[config.mk]
export PLATFORM = sky130hd
export DESIGN_NAME = game_retract_ctrl_flat
export DESIGN_NICKNAME = d
export VERILOG_FILES = /design/src/rtl/game_retract_ctrl_if.sv /design/src/rtl/game_retract_ctrl.sv /design/src/flat_wrapper.sv
export SDC_FILE = /design/constraint.sdc
export NUM_CORES = 1
export LEC_CHECK = 0
export ABC_AREA = 1
export CAP_MARGIN = 20
export CORE_MARGIN = 2
export CORE_UTILIZATION = 30
export CTS_CLUSTER_DIAMETER = 100
export DETAILED_ROUTE_END_ITERATION = 10
export GPL_TIMING_DRIVEN = 1
export SLEW_MARGIN = 30
export SYNTH_ARGS = -nofsm -noshare
export SYNTH_HDL_FRONTEND = slang
export SYNTH_SLANG_ARGS = --single-unit
[constraint.sdc]
create_clock -name clk -period 4.3 [get_ports clk]
set_input_delay 0.43 -clock clk [delete_from_list [all_inputs] [get_ports clk]]
set_output_delay 0.43 -clock clk [all_outputs]
set_load 0.1 [all_outputs]
[src/rtl/game_retract_ctrl_if.sv]
// Command/move-engine/history handshake bundle for game_retract_ctrl.
// The slave modport is the controller side; the master modport is the keypad/engine/history side.
`timescale 1ns/1ps
interface game_retract_ctrl_if;
    logic       cmd_valid;
    logic [2:0] cmd;
    logic       cmd_ready;
    logic       mv_req;
    logic [1:0] mv_dir;
    logic       mv_done;
    logic       mv_ok;
    logic       mv_box;
    logic [1:0] sel;
    logic       game_state_en;
    logic [1:0] depth;
    logic [1:0] budget;
    logic       reject;

    modport master (
        output cmd_valid, cmd, mv_done, mv_ok, mv_box,
        input  cmd_ready, mv_req, mv_dir, sel, game_state_en, depth, budget, reject
    );

    modport slave (
        input  cmd_valid, cmd, mv_done, mv_ok, mv_box,
        output cmd_ready, mv_req, mv_dir, sel, game_state_en, depth, budget, reject
    );
endinterface

[src/rtl/game_retract_ctrl.sv]
// Command sequencer for the 3-level retract history: commits moves, retracts, reloads the level.
// Optional per-level undo budget enabled by defining GAME_RETRACT_BUDGET_EN.
`timescale 1ns/1ps
module game_retract_ctrl #(
    parameter int DEPTH       = 3,
    parameter int RETRACT_MAX = 3
) (
    input  logic               clk,
    input  logic               rst_n,
    game_retract_ctrl_if.slave bus
);

    typedef enum logic [1:0] {
        INIT      = 2'b00,
        IDLE      = 2'b01,
        MOVE_WAIT = 2'b10,
        COMMIT    = 2'b11
    } state_t;

    localparam logic [2:0] CMD_UNDO    = 3'b100;
    localparam logic [2:0] CMD_RESTART = 3'b101;
    localparam logic [1:0] SEL_INIT    = 2'b00;
    localparam logic [1:0] SEL_BOX     = 2'b01;
    localparam logic [1:0] SEL_MAN     = 2'b10;
    localparam logic [1:0] SEL_RETRACT = 2'b11;
    localparam logic [1:0] DEPTH_MAX   = 2'(DEPTH);
    localparam logic [1:0] BUDGET_MAX  = 2'(RETRACT_MAX);

    state_t     state_r, state_s;
    logic       cmd_ready_r, cmd_ready_s;
    logic       mv_req_r, mv_req_s;
    logic [1:0] mv_dir_r, mv_dir_s;
    logic [1:0] sel_r, sel_s;
    logic       en_r, en_s;
    logic [1:0] depth_r, depth_s;
    logic       reject_r, reject_s;
    logic       undo_ok_s;

    function automatic logic [1:0] sat_inc(input logic [1:0] value, input logic [1:0] limit);
        logic [1:0] result;
        if (value >= limit) begin
            result = limit;
        end else begin
            result = value + 2'd1;
        end
        return result;
    endfunction

`ifdef GAME_RETRACT_BUDGET_EN
    logic [1:0] budget_r, budget_s;

    assign undo_ok_s  = (depth_r != 2'd0) && (budget_r != 2'd0);
    assign bus.budget = budget_r;
`else
    assign undo_ok_s  = (depth_r != 2'd0);
    assign bus.budget = BUDGET_MAX;
`endif

    // Next-state and next-output decode; every output is registered from these values.
    always_comb begin
        state_s     = state_r;
        cmd_ready_s = 1'b0;
        mv_req_s    = 1'b0;
        mv_dir_s    = mv_dir_r;
        sel_s       = sel_r;
        en_s        = 1'b0;
        depth_s     = depth_r;
        reject_s    = 1'b0;
`ifdef GAME_RETRACT_BUDGET_EN
        budget_s    = budget_r;
`endif
        case (state_r)
            INIT: begin
                // en_r low here only right after reset: issue the init strobe first.
                sel_s   = SEL_INIT;
                depth_s = 2'd0;
`ifdef GAME_RETRACT_BUDGET_EN
                budget_s = BUDGET_MAX;
`endif
                if (en_r) begin
                    state_s     = IDLE;
                    cmd_ready_s = 1'b1;
                end else begin
                    en_s = 1'b1;
                end
            end
            IDLE: begin
                cmd_ready_s = 1'b1;
                if (bus.cmd_valid) begin
                    case (bus.cmd)
                        3'b000, 3'b001, 3'b010, 3'b011: begin
                            state_s     = MOVE_WAIT;
                            mv_dir_s    = bus.cmd[1:0];
                            mv_req_s    = 1'b1;
                            cmd_ready_s = 1'b0;
                        end
                        CMD_UNDO: begin
                            if (undo_ok_s) begin
                                state_s     = COMMIT;
                                sel_s       = SEL_RETRACT;
                                en_s        = 1'b1;
                                depth_s     = depth_r - 2'd1;
                                cmd_ready_s = 1'b0;
`ifdef GAME_RETRACT_BUDGET_EN
                                budget_s    = budget_r - 2'd1;
`endif
                            end else begin
                                reject_s = 1'b1;
                            end
                        end
                        CMD_RESTART: begin
                            state_s     = INIT;
                            sel_s       = SEL_INIT;
                            en_s        = 1'b1;
                            depth_s     = 2'd0;
                            cmd_ready_s = 1'b0;
`ifdef GAME_RETRACT_BUDGET_EN
                            budget_s    = BUDGET_MAX;
`endif
                        end
                        default: begin
                            cmd_ready_s = 1'b1;
                        end
                    endcase
                end else begin
                    cmd_ready_s = 1'b1;
                end
            end
            MOVE_WAIT: begin
                if (bus.mv_done) begin
                    if (bus.mv_ok) begin
                        state_s = COMMIT;
                        sel_s   = bus.mv_box ? SEL_BOX : SEL_MAN;
                        en_s    = 1'b1;
                        depth_s = sat_inc(depth_r, DEPTH_MAX);
                    end else begin
                        state_s     = IDLE;
                        cmd_ready_s = 1'b1;
                    end
                end else begin
                    mv_req_s = 1'b1;
                end
            end
            COMMIT: begin
                state_s     = IDLE;
                cmd_ready_s = 1'b1;
            end
            default: begin
                state_s = INIT;
            end
        endcase
    end

    // State and output registers; reset drops mv_req immediately and abandons any pending move.
    always_ff @(posedge clk or negedge rst_n) begin
        if (!rst_n) begin
            state_r     <= INIT;
            cmd_ready_r <= 1'b0;
            mv_req_r    <= 1'b0;
            mv_dir_r    <= 2'b00;
            sel_r       <= SEL_INIT;
            en_r        <= 1'b0;
            depth_r     <= 2'd0;
            reject_r    <= 1'b0;
        end else begin
            state_r     <= state_s;
            cmd_ready_r <= cmd_ready_s;
            mv_req_r    <= mv_req_s;
            mv_dir_r    <= mv_dir_s;
            sel_r       <= sel_s;
            en_r        <= en_s;
            depth_r     <= depth_s;
            reject_r    <= reject_s;
        end
    end

`ifdef GAME_RETRACT_BUDGET_EN
    // Undo budget: reloaded only on level (re)start, spent by each accepted undo.
    always_ff @(posedge clk or negedge rst_n) begin
        if (!rst_n) begin
            budget_r <= BUDGET_MAX;
        end else begin
            budget_r <= budget_s;
        end
    end
`endif

    assign bus.cmd_ready     = cmd_ready_r;
    assign bus.mv_req        = mv_req_r;
    assign bus.mv_dir        = mv_dir_r;
    assign bus.sel           = sel_r;
    assign bus.game_state_en = en_r;
    assign bus.depth         = depth_r;
    assign bus.reject        = reject_r;

endmodule

[src/flat_wrapper.sv]
// flat-port wrapper written by rule: the top's interface ports become plain ports
module game_retract_ctrl_flat 
#(
    parameter int DEPTH       = 3,
    parameter int RETRACT_MAX = 3
)
  (clk, rst_n, bus_cmd_valid, bus_cmd, bus_mv_done, bus_mv_ok, bus_mv_box, bus_cmd_ready, bus_mv_req, bus_mv_dir, bus_sel, bus_game_state_en, bus_depth, bus_budget, bus_reject);
  game_retract_ctrl_if bus_i ();
  input  logic clk;
  input  logic rst_n;
  input wire logic [$bits(bus_i.cmd_valid)-1:0] bus_cmd_valid;
  input wire logic [$bits(bus_i.cmd)-1:0] bus_cmd;
  input wire logic [$bits(bus_i.mv_done)-1:0] bus_mv_done;
  input wire logic [$bits(bus_i.mv_ok)-1:0] bus_mv_ok;
  input wire logic [$bits(bus_i.mv_box)-1:0] bus_mv_box;
  output wire logic [$bits(bus_i.cmd_ready)-1:0] bus_cmd_ready;
  output wire logic [$bits(bus_i.mv_req)-1:0] bus_mv_req;
  output wire logic [$bits(bus_i.mv_dir)-1:0] bus_mv_dir;
  output wire logic [$bits(bus_i.sel)-1:0] bus_sel;
  output wire logic [$bits(bus_i.game_state_en)-1:0] bus_game_state_en;
  output wire logic [$bits(bus_i.depth)-1:0] bus_depth;
  output wire logic [$bits(bus_i.budget)-1:0] bus_budget;
  output wire logic [$bits(bus_i.reject)-1:0] bus_reject;
  assign bus_i.cmd_valid = bus_cmd_valid;
  assign bus_i.cmd = bus_cmd;
  assign bus_i.mv_done = bus_mv_done;
  assign bus_i.mv_ok = bus_mv_ok;
  assign bus_i.mv_box = bus_mv_box;
  assign bus_cmd_ready = bus_i.cmd_ready;
  assign bus_mv_req = bus_i.mv_req;
  assign bus_mv_dir = bus_i.mv_dir;
  assign bus_sel = bus_i.sel;
  assign bus_game_state_en = bus_i.game_state_en;
  assign bus_depth = bus_i.depth;
  assign bus_budget = bus_i.budget;
  assign bus_reject = bus_i.reject;
  game_retract_ctrl #(.DEPTH(DEPTH), .RETRACT_MAX(RETRACT_MAX)) u_core (.clk(clk), .rst_n(rst_n), .bus(bus_i));
endmodule
# --- After elaboration in Yosys (flattened, before gate mapping) ---
# Cells that the tools add are included.
classes:
  n_addsub: 2
  magnitude_cmp: 1
  n_eq_ne: 15
  muxes: 41
  reduce_logical: 9
ops:
  columns: ["cell", "count"]
  rows:
  - ["2-bit two-way mux", 14]
  - ["2-bit one-hot mux with 3 select lines", 3]
  - ["1-bit two-way mux", 16]
  - ["2-bit one-hot mux with 2 select lines", 2]
  - ["2-bit one-hot mux with 4 select lines", 1]
  - ["3-bit by 2-bit equality test with 1-bit output, second input constant", 2]
  - ["3-bit equality test, second input constant", 2]
  - ["2-bit != test, second input constant", 3]
  - ["1-bit one-hot mux with 2 select lines", 3]
  - ["6-bit AND reduction", 1]
  - ["5-bit AND reduction", 1]
  - ["5-bit OR reduction", 1]
  - ["2-bit equality test, second input constant", 2]
  - ["4-bit != test, second input constant", 1]
  - ["1-bit one-hot mux with 4 select lines", 1]
  - ["4-bit OR reduction", 1]
  - ["3-bit by 1-bit equality test with 1-bit output, second input constant", 1]
  - ["3-bit logical NOT", 1]
  - ["3-bit by 2-bit != test with 1-bit output, second input constant", 1]
  - ["3-bit != test, second input constant", 1]
  - ["1-bit one-hot mux with 3 select lines", 1]
  - ["3-bit AND reduction", 1]
  - ["3-bit nonzero test", 1]
  - ["2-bit by 1-bit adder with 2-bit output, second input constant", 1]
  - ["other kinds (6)", 6]
word_totals:
  regBits: 12
  input_bits: 9
  output_inout_bits: 12
  wordCells: 76

# --- Longest topological paths before layout ---
logic_depth:
  word_depth: 5
  depth_mapped: 10
  ltp_nobuf: 10

# --- Worst setup path before layout ---
# OpenSTA, ideal clock, no wires.
synth_timing:
  path_kind: "flip-flop to flip-flop"
  start: "register u_core.depth_r[0] (netlist: u_core.bus.depth[0])"
  end: "register u_core.depth_r[0] (netlist: u_core.bus.depth[0])"
  setup_time_ns: 0.120
  arrival_ns: 1.812
  required_time_ns: 4.180
  slack_ns: 2.368
  stages_incl_launch_ff: 11
  n_path_buf: 0
  synth_period_minus_slack_ns: 1.932
  cell_sequence: "dfrtp_1 > inv_1 > ha_1 > inv_1 > nor2_1 > nand2_2 > nand2_1 > nand2_1 > nand2_2 > nand2_1 > nand2_1"
synth_between:
  elab_chain_cells: 5
  word_cells_on_any_way: 13
  classes_between: "add/sub (2); order compare (1); eq/ne (1); mux (7); reduce/logical (2)"
synth_rtl:
  columns: ["item", "line_no", "text"]
  rows:
  - ["start, declared", "game_retract_ctrl.sv:35", "logic [1:0] depth_r, depth_s;"]
  - ["start signal, assigned", "game_retract_ctrl.sv:172", "depth_r <= depth_s;"]
  - ["2-bit by 1-bit subtractor with 2-bit output (tied with other cells)", "game_retract_ctrl.sv:102", "depth_s = depth_r - 2'd1;"]
  - ["2-bit two-way mux, on equally long branches", "game_retract_ctrl.sv:98, game_retract_ctrl.sv:41", null]
  - ["2-bit one-hot mux with 2 select lines / 2-bit two-way mux (equally long branches)", "game_retract_ctrl.sv:90, game_retract_ctrl.sv:131", null]
  - ["2-bit two-way mux, on equally long branches", "game_retract_ctrl.sv:89, game_retract_ctrl.sv:130", null]
  - ["2-bit one-hot mux with 3 select lines", "game_retract_ctrl.sv:72", "case (state_r)"]
# Parallel ways exist; a longest one is shown, timed or not. The select of a mux whose other input is x is not followed.
# A chain may end at the register's enable or synchronous reset.

# --- Worst setup path after layout ---
layout_timing:
  start: "register u_core.depth_r[0] (netlist: u_core.bus.depth[0])"
  end: "output bus_depth[0]"
layout_lines:
  columns: ["item", "line_no", "text"]
  rows:
  - ["end, declared", "flat_wrapper.sv:21", "output wire logic [$bits(bus_i.depth)-1:0] bus_depth;"]
# No word-level cell between the ends.

==> metrics.md <==
| Metric | Value |
|---|---|
| PwrDens | 809 nW/um^2 |
| Final GP Congestion | 0.830 |
| Worst hold path depth | 2 |
| Max Slew Vio Count | 0 |
| Power, Total | 862 uW |
| Row count | 19 |
| CP Max Fanout | 4 |
| CTS max path bufs | 2 |
| Cell with the most instances after synthesis | nand2_1 |
| Worst Setup End Kind | primary output |
| Critical path type | register to primary output |
| CP Launch Type | register |
| Worst r2r src | u_core.state_r[1] |
| Final core utilization | ~39% |
| Pleak | 0.000564 uW |
| Worst slew margin | 35.3% |
| Seq. cell area | roughly 300 um^2 |
| Ys flop type | dfrtp_1 |
| Top cell type's share of synthesized area | a little over a third |
| Die ar. | 3310 um^2 |
| Hold violation count in the final report | 0 |
| Final period util | 52.0% |
| GRT Overall Usage | approximately an eighth |
| Yosys cell types | 20 |
| Vias/cell | 4.61 |
| Port buffer count | 18 |
| Clk root buf | clkbuf_4 |
| First-pass GRT wire length | 2970 um |
| Data arrival, critical path | roughly 1.8 ns |
| Final HPWL DP | 1440 um |
| Worst EP required | 3.87 ns |
| Bufs and invs on worst path | 1 |
| Htree depth | 1 |
| Reg2Reg Capture Point | u_core.bus.mv_dir[0] |
| Post-CTS Setup Bufs | 0 |
| CTS buffer count | 3 |
| Number of synthesized flops with an enable pin | 0 |
| Minimum clock period | roughly 2.2 ns |
| Wirelength, routed | 1760 um |
| Yosys reg bits | 12 |
| I/O pins | 21 |
| Mean Syn Cell Area | ~7 um^2 |
| CP max stage delay | roughly 1.1 ns |
| Number of clock sinks | 12 |
| Post-Route Setup TNS | 0 ns |
| Layout cells sized above 1 | 8.76% |
| Filler instances | 292 |
| DIE WIDTH | 57.5 um |
| Worst-Skew Late Latency | 0.27 ns |
| Hold_buf cts | 0 |
| Worst Tran Pin Value | slightly below 1 ns |
| Mapped Area | about 860 um^2 |
| Cell taking the most area after synthesis | dfrtp_1 |
| FMAX | 447 MHz |
| Ys async rst share | 100% |
| Endpoints failing setup | 0 |
| Family with the most delay on the worst path | buffers and inverters |
| Status | completed |
| Synthesis Warnings | 0 |
| Largest net degree at the start of global routing | 13 |
| Multi-input gate area | about 450 um^2 |
| Core area | 2730 um^2 |
| MaxCap Viol Count | 0 |
| Die H | between 50 and 60 um |
| VDD IR max | 0.608 mV |
| Routed len/inst | 10.5 um |
| Detailed-route via count | 775 |
| Initial Utilization | between 30% and 40% |
| Critical-path cell list | clkdlybuf4s50_1 |
| Routed Antenna Nets | 0 |
| Largest cells by area after synthesis | dfrtp_1, nand2_1, ha_1 |
| Slowest stage cell, crit path | clkdlybuf4s50_1 |
| Cts repair resizes | 0 |
| Post-synthesis sequential area ratio | approximately a third |
| Synth top cells by count | nand2_1, inv_1, dfrtp_1 |
| Nets | between 150 and 200 |
| Post-route cell area | 1070 um^2 |
| Vias in the first global route | 686 |
| Clk slew on worst S/H paths | 0.07 ns |
| Min-delay src | u_core.bus.mv_dir[1] |
| DRT iter0 DRCs | 18 |
| Dpl cell area | roughly 1000 um^2 |
| DRC | 0 |
| Number of diodes | 0 |
| Clock skew after layout | 0.00309 ns |
| RSZ-0062 raised after global routing | no |
| Worst min path class | register to register |
| CTS tree | done |
| Syn Inst Count | 119 |
| Reg2reg path depth | 6 |
| Reg2Reg Setup Slack | 2.72 ns |
| Layout area overhead | 24.2% |
| Initial antenna violation count | 0 |
| Drt pass-1 iters | 5 |
| WHS Endpoint | u_core.bus.mv_dir[1] |
| Grt total ovfl | 0 |
-- registers in the layout, summed over array words and instances (netlist names) --
signal,count
u_core.bus.depth,2
u_core.bus.mv_dir,2
u_core.bus.sel,2
u_core.state_r,2
u_core.bus.cmd_ready,1
u_core.bus.game_state_en,1
u_core.bus.mv_req,1
u_core.bus.reject,1
-- final cells by class --
| cell class | count | share of cell area, % |
|---|---|---|
| Tap cell | 31 | 3.64 |
| Timing Repair Buffer | 18 | 16.9 |
| Sequential cell | 12 | 28.2 |
| Inverter | 20 | 7.04 |
| Multi-Input combinational cell | 84 | 42.1 |
| Clock buffer | 3 | 2.11 |
-- worst register-to-register path, delay by kind of cell (launching register included) --
family | cells | cell delay [ns]
flip-flops | 1 | 0.41
adder cells (fa/ha/maj) | 1 | 0.35
multiplexers | 1 | 0.30
AND/OR/NAND/NOR | 2 | 0.21
buffers and inverters | 2 | 0.20
-- worst max path at each step --
stage / startpoint / to / cells after the start
after floorplan: u_core.bus.depth[0] / u_core.bus.depth[0] / 10
after global placement: u_core.bus.depth[0] / bus_depth[0] / 1
after detailed placement: u_core.bus.depth[0] / bus_depth[0] / 1
after CTS: u_core.bus.depth[0] / bus_depth[0] / 1
after global routing: u_core.bus.depth[0] / bus_depth[0] / 1
final: u_core.bus.depth[0] / bus_depth[0] / 1
-- layout by cell type, fill, tap and decap left out --
cell type | netlist | routed
o21ai_0 | 1 | 1
clkbuf_4 | 0 | 3
nor2_4 | 1 | 1
a21boi_1 | 1 | 1
mux2_4 | 1 | 1
nand2_2 | 3 | 3
a21oi_1 | 8 | 8
nand2_1 | 40 | 40
o211ai_1 | 1 | 1
inv_2 | 2 | 2
nor2_2 | 1 | 1
ha_1 | 7 | 7
a21oi_4 | 1 | 1
nor2_1 | 8 | 8
conb_1 | 1 | 2
dfrtp_1 | 12 | 12
clkdlybuf4s50_1 | 0 | 18
a31oi_1 | 1 | 1
inv_1 | 18 | 18
nand3_1 | 8 | 8
-- logic make-up (layout without fill, tap and decap cells) --
logic type / Yosys count / count (layout) / share of synthesized area [%]
adders and majority gates: 7 / 7 / 10.2
buffers and inverters: 24 / 41 / 13.1
AOI/OAI and AO/OA: 13 / 13 / 9.62
other: 1 / 2 / 0.437
DFF: 12 / 12 / 35.0
and+or+nand+nor: 61 / 61 / 29.9
muxes: 1 / 1 / 1.75
-- power by group --
group / switching (uW) / internal [uW]
registers: 23.8 / 155
clock network: 35.8 / 32.5
logic: 450 / 164
-- per-layer routing --
metal / track usage, % / part of all wire, % / vias up
met2: 18.3 / 45 / 26
met4: 2.99 / 0.63 / 0
li1: - / - / 396
met1: 15.0 / 48 / 351
met3: 4.99 / 6.9 / 2
met5: 0 / 0 / -
-- per-stage QoR --
step / cells / setup WS (ns) / hold WS, ns
2_1_floorplan: 120 / 2.37 / 0.134
3_3_place_gp: 165 / 2.37 / 0.469
3_5_place_dp: 165 / 2.36 / 0.465
4_1_cts: 168 / 2.05 / 0.490
5_1_grt: 168 / 2.01 / 0.512
6_report: 168 / 2.06 / 0.483
Power figures use the tool's default switching activity.
